<file path="src/rtl/rr_mux_nx1.sv">
// ============================================================================
// rr_mux_nx1 : N-to-1 valid/ready channel mux, fixed-select or round-robin,
//              with a registered output stage.
// Revision   : 1.0
// ============================================================================
`default_nettype none

module rr_mux_nx1 #(
  parameter int N    = 4,
  parameter int W    = 8,
  parameter int SELW = 2
) (
  input  logic           clk,
  input  logic           rst,
  input  logic [N*W-1:0] in_data,
  input  logic [N-1:0]   in_valid,
  output logic [N-1:0]   in_ready,
  input  logic           mode,
  input  logic [SELW-1:0] sel,
  output logic [W-1:0]   out_data,
  output logic [SELW-1:0] out_ch,
  output logic           out_valid,
  input  logic           out_ready
);

  localparam int              NPAD = 2 ** SELW;
  localparam logic [SELW-1:0] LAST = SELW'(N - 1);

  logic [SELW-1:0] ptr;
  logic [NPAD-1:0] valid_ext;
  logic [W-1:0]    ch_data [NPAD];
  logic            load_en;
  logic            rr_found;
  logic [SELW-1:0] rr_idx;
  logic [SELW-1:0] cur;
  logic            grant_vld;
  logic [SELW-1:0] grant;
  logic            xfer;

  // Pad requests/data to the full index space so out-of-range indices read zero.
  always_comb begin
    valid_ext        = '0;
    valid_ext[N-1:0] = in_valid;
    for (int k = 0; k < NPAD; k++) begin
      ch_data[k] = '0;
    end
    for (int k = 0; k < N; k++) begin
      ch_data[k] = in_data[k*W +: W];
    end
  end

  // Round-robin search starts just after ptr and visits ptr itself last.
  always_comb begin
    rr_found = 1'b0;
    rr_idx   = '0;
    cur      = ptr;
    for (int i = 0; i < N; i++) begin
      cur = (cur == LAST) ? '0 : cur + SELW'(1);
      if (!rr_found && valid_ext[cur]) begin
        rr_found = 1'b1;
        rr_idx   = cur;
      end
    end
  end

  always_comb begin
    grant_vld = 1'b0;
    grant     = '0;
    if (mode) begin
      grant_vld = rr_found;
      grant     = rr_idx;
    end else if ((sel <= LAST) && valid_ext[sel]) begin
      grant_vld = 1'b1;
      grant     = sel;
    end
  end

  assign load_en = !out_valid || out_ready;
  assign xfer    = load_en && grant_vld && !rst;

  // Held low during reset so no upstream word is reported accepted and then lost.
  always_comb begin
    in_ready = '0;
    for (int k = 0; k < N; k++) begin
      in_ready[k] = xfer && (grant == SELW'(k));
    end
  end

  always_ff @(posedge clk) begin
    if (rst) begin
      out_valid <= 1'b0;
      out_data  <= '0;
      out_ch    <= '0;
      ptr       <= LAST;
    end else if (xfer) begin
      out_valid <= 1'b1;
      out_data  <= ch_data[grant];
      out_ch    <= grant;
      if (mode) begin
        ptr <= grant;
      end
    end else if (out_ready) begin
      out_valid <= 1'b0;
    end
  end

endmodule

`default_nettype wire

</file>
<file path="config.mk">
export PLATFORM = sky130hd
export DESIGN_NAME = rr_mux_nx1
export DESIGN_NICKNAME = d
export VERILOG_FILES = /design/src/rtl/rr_mux_nx1.sv
export SDC_FILE = /design/constraint.sdc
export NUM_CORES = 1
export LEC_CHECK = 0
export CORE_AREA = 2 2 53 65
export DETAILED_ROUTE_END_ITERATION = 8
export DIE_AREA = 0 0 55 67
export PLACE_DENSITY = 0.76
export SYNTH_ARGS = -nofsm -noshare
export SYNTH_HDL_FRONTEND = slang
export SYNTH_SLANG_ARGS = --single-unit
</file>
<file path="constraint.sdc">
create_clock -name clk -period 2.6 [get_ports clk]
set_input_delay 0.52 -clock clk [delete_from_list [all_inputs] [get_ports clk]]
set_output_delay 0.52 -clock clk [all_outputs]
set_load 0.005 [all_outputs]
</file>
==> results.toml <==
[outcome]
status = "complete, but fails checks"
violations = "negative setup slack"

[job]
cap_violations = 0

[clock_tree]
postCtsHoldBufs = 0
clock-sinks = 13
cts_made_buffers = 3
cts_buffer_depth = 2
cts_max_level = 1
cts-root-buf = "clkbuf_4"
clk_latency_ns = 0.28
cts_tree = "yes"
clkTransAtPathRegs_ns = 0.08

[power_and_ir_drop]
vdd_drop_max_v = 0.000408
power.density_nw_per_um2 = 410
p_leak_nw = 0.929

[die]
fp.dieH_um = 67
core_area_sq_um = 3030
fp.dieW_um = 55
rows = 22
die-area_sq_um = 3690
io_pins = 57
start_util_pct = 38.4

[worst_setup_path]
crit_required_ns = 2.08
crit_chain = "ha_4 -> buf_6 -> buf_6 -> nor4_2 -> a21o_1 -> a21boi_2 -> nand4_1 -> a211o_1 -> buf_6 -> nor2b_4 -> buf_2"
cp_common_cell = "buf_6"
cp-start-kind = "flop"
critPathBufInv = 4
slowest_stage = "dfxtp_4"
cp.arrival_ns = 2.32
cpLargestDelayFamily = "compound AO/OA/AOI/OAI gates"
critPathMaxStageDelay_ns = 0.37
endpoint_kind = "output port"
crit_type = "flop to output port"
crit_fanout = 4

[layout]
nets = 273
area_growth_pct = 90.6
drive_gt1_share_pct = 37.1
num_antenna_cells = 0

[routing]
drc_errors = 0
drt_iter0_markers = 37
ant_nets = 0
drt-total-wl_um = 4260
drt-wirelength-per-cell_um = 16.1
dr.pass1.iters = 4
via_count = 1427
vias_per_cell = 5.38

[logic_synthesis]
yosysSeqAreaShare_pct = 22.4
yosys_warnings = 0
synth-main-ff-cell = "dfxtp_1"
synthDominantCellAreaShare_pct = 22.4
synth_area_sq_um = 1160
synthCells = 132
synthTopCellsByCount = "16 x mux2i_1, 16 x nand2_1, 13 x dfxtp_1, 8 x nor2_1, 8 x o221ai_1"
synth_seq_cells = 13
syn_avg_cell_area_sq_um = 8.81
synth.net_count = 175
yosysTopAreaCell = "dfxtp_1"
synth-edff-count = 0
ys_async_sr_fraction_pct = 0
synthTopCellsByArea = "dfxtp_1 22%, mux2i_1 14%, o221ai_1 6.0%, nand2_1 5.2%, buf_6 2.9%"
synth_cell_type_count = 47

[sta]
timing.hold.ws_ns = 0.478
finalSetupViolations = 5
grt_setup_unrepaired = "yes"
drv_slew = 0
max_slew_margin_pct = 77.8
fmax_mhz = 352
setup_tns_ns = -0.997
hold_viol_final = 0
min_period_ns = 2.84
skew_ns = 0.00108
min_period_over_period_pct = 109
worst_slew_pin_slew_ns = 0.323
fin_ws_ns = -0.242

[global_route]
grt_remaining_overflow = 0
grt_pass1_vias = 1576
antenna_found_initial = 0
grt_util_all_layers_pct = 24.5
grt_first_pass_wirelength_um = 6680
grt_max_degree = 20

[hold_path]
min_path_type = "flop to flop"

[placement]
dp_hpwl_um = 2950
gp_congestion = 0.768
portBuffers = 56
==> sequential cells by signal, indices dropped and copies added, names as in the netlist <==
name	flops
out_ch	2
out_data	8
out_valid	1
ptr	2
==> power by group <==
group          leakage [nW]  total, W  internal (W)  switching, W
Combinational         0.807  0.000534      0.000322      0.000212
Clock                0.0150  0.000132     0.0000596     0.0000724
Sequential            0.107  0.000241      0.000226     0.0000159
Total                 0.929  0.000908      0.000607      0.000300
==> layout by cell type, fill, tap and decap left out, drive strengths merged, types with 3 or more instances in the layout <==
master | netlist | routed
nand4 | 3 | 3
nand3 | 4 | 4
mux2i | 16 | 16
dfxtp | 13 | 13
nor2 | 8 | 8
clkdlybuf4s50 | 0 | 47
buf | 9 | 51
inv | 4 | 4
dlygate4sd2 | 0 | 3
mux2 | 4 | 4
o21ai | 5 | 5
nand2 | 16 | 16
nor2b | 4 | 4
a211o | 3 | 3
clkbuf | 1 | 4
o221ai | 8 | 8
==> stage by stage <==
stage	total power (W)	utilization (%)	std cells	setup WS (ns)	instance area, sq um
floorplan	0.000453	-	132	0.164	1160
global placement	0.000646	63.8	247	-0.768	1930
detailed placement	0.000657	63.8	247	-0.832	1930
CTS	0.000850	69.6	259	-0.190	2110
global route	0.000956	73.2	265	-0.347	2220
finish	0.000908	73.2	265	-0.242	2220
==> worst reg2reg max path, stage by stage, from the launching register on <==
cell and delay, ns:
dfxtp_4 0.37, ha_4 0.32, buf_6 0.13, mux2_4 0.31
o22ai_4 0.13, a41oi_2 0.09, o31ai_4 0.31, buf_6 0.16
buf_4 0.12, buf_8 0.12, mux2_4 0.30, o221a_2 0.26
==> per-layer routing <==
| metal | part of all wire (%) | global-route usage, % | vias to the layer above |
|---|---|---|---|
| met5 | 0 | 0 | - |
| met4 | 3.4 | 10.4 | 0 |
| met3 | 7.3 | 6.73 | 16 |
| met2 | 52 | 45.7 | 62 |
| met1 | 38 | 24.0 | 652 |
| li1 | - | - | 697 |
==> cell families after synthesis <==
logic type	Yosys count	share of synthesized area, %
muxes	21	19.9
AOI/OAI and AO/OA	36	26.9
xor gates and xnor gates	1	0.754
and+or+nand+nor	46	20.6
DFF	13	22.4
adders and majority gates	1	1.08
buffers and inverters	14	8.39
==> layout make-up <==
class                      count  area, sq um
fill                         217          812
sequential                    13          265
tap                           36         45.0
multi-input combinational    105          928
clock buffer                   4         26.3
timing repair buffer         103          936
inverter                       4         15.0
==> final timing paths <==
check	from	end	slack, ns	cells past startpoint
worst max-delay path	ptr[0]$_SDFFE_PP1P_	in_ready[1]	-0.24	11
worst min-delay path	out_data[6]$_SDFFE_PP0P_	out_data[6]$_SDFFE_PP0P_	0.48	2
worst max register to register	ptr[0]$_SDFFE_PP1P_	out_data[0]$_SDFFE_PP0P_	-0.09	11
worst min register to register	out_data[6]$_SDFFE_PP0P_	out_data[6]$_SDFFE_PP0P_	0.48	2
==> what timing repair did <==
action / CTS / global route
endpoints found under the setup margin: 5 / 8
pin swaps: 11 / 8
buffers inserted: 7 / 6
resized for setup: 47 / 15
gates cloned: 1 / 0
Power figures use the tool's default switching activity.
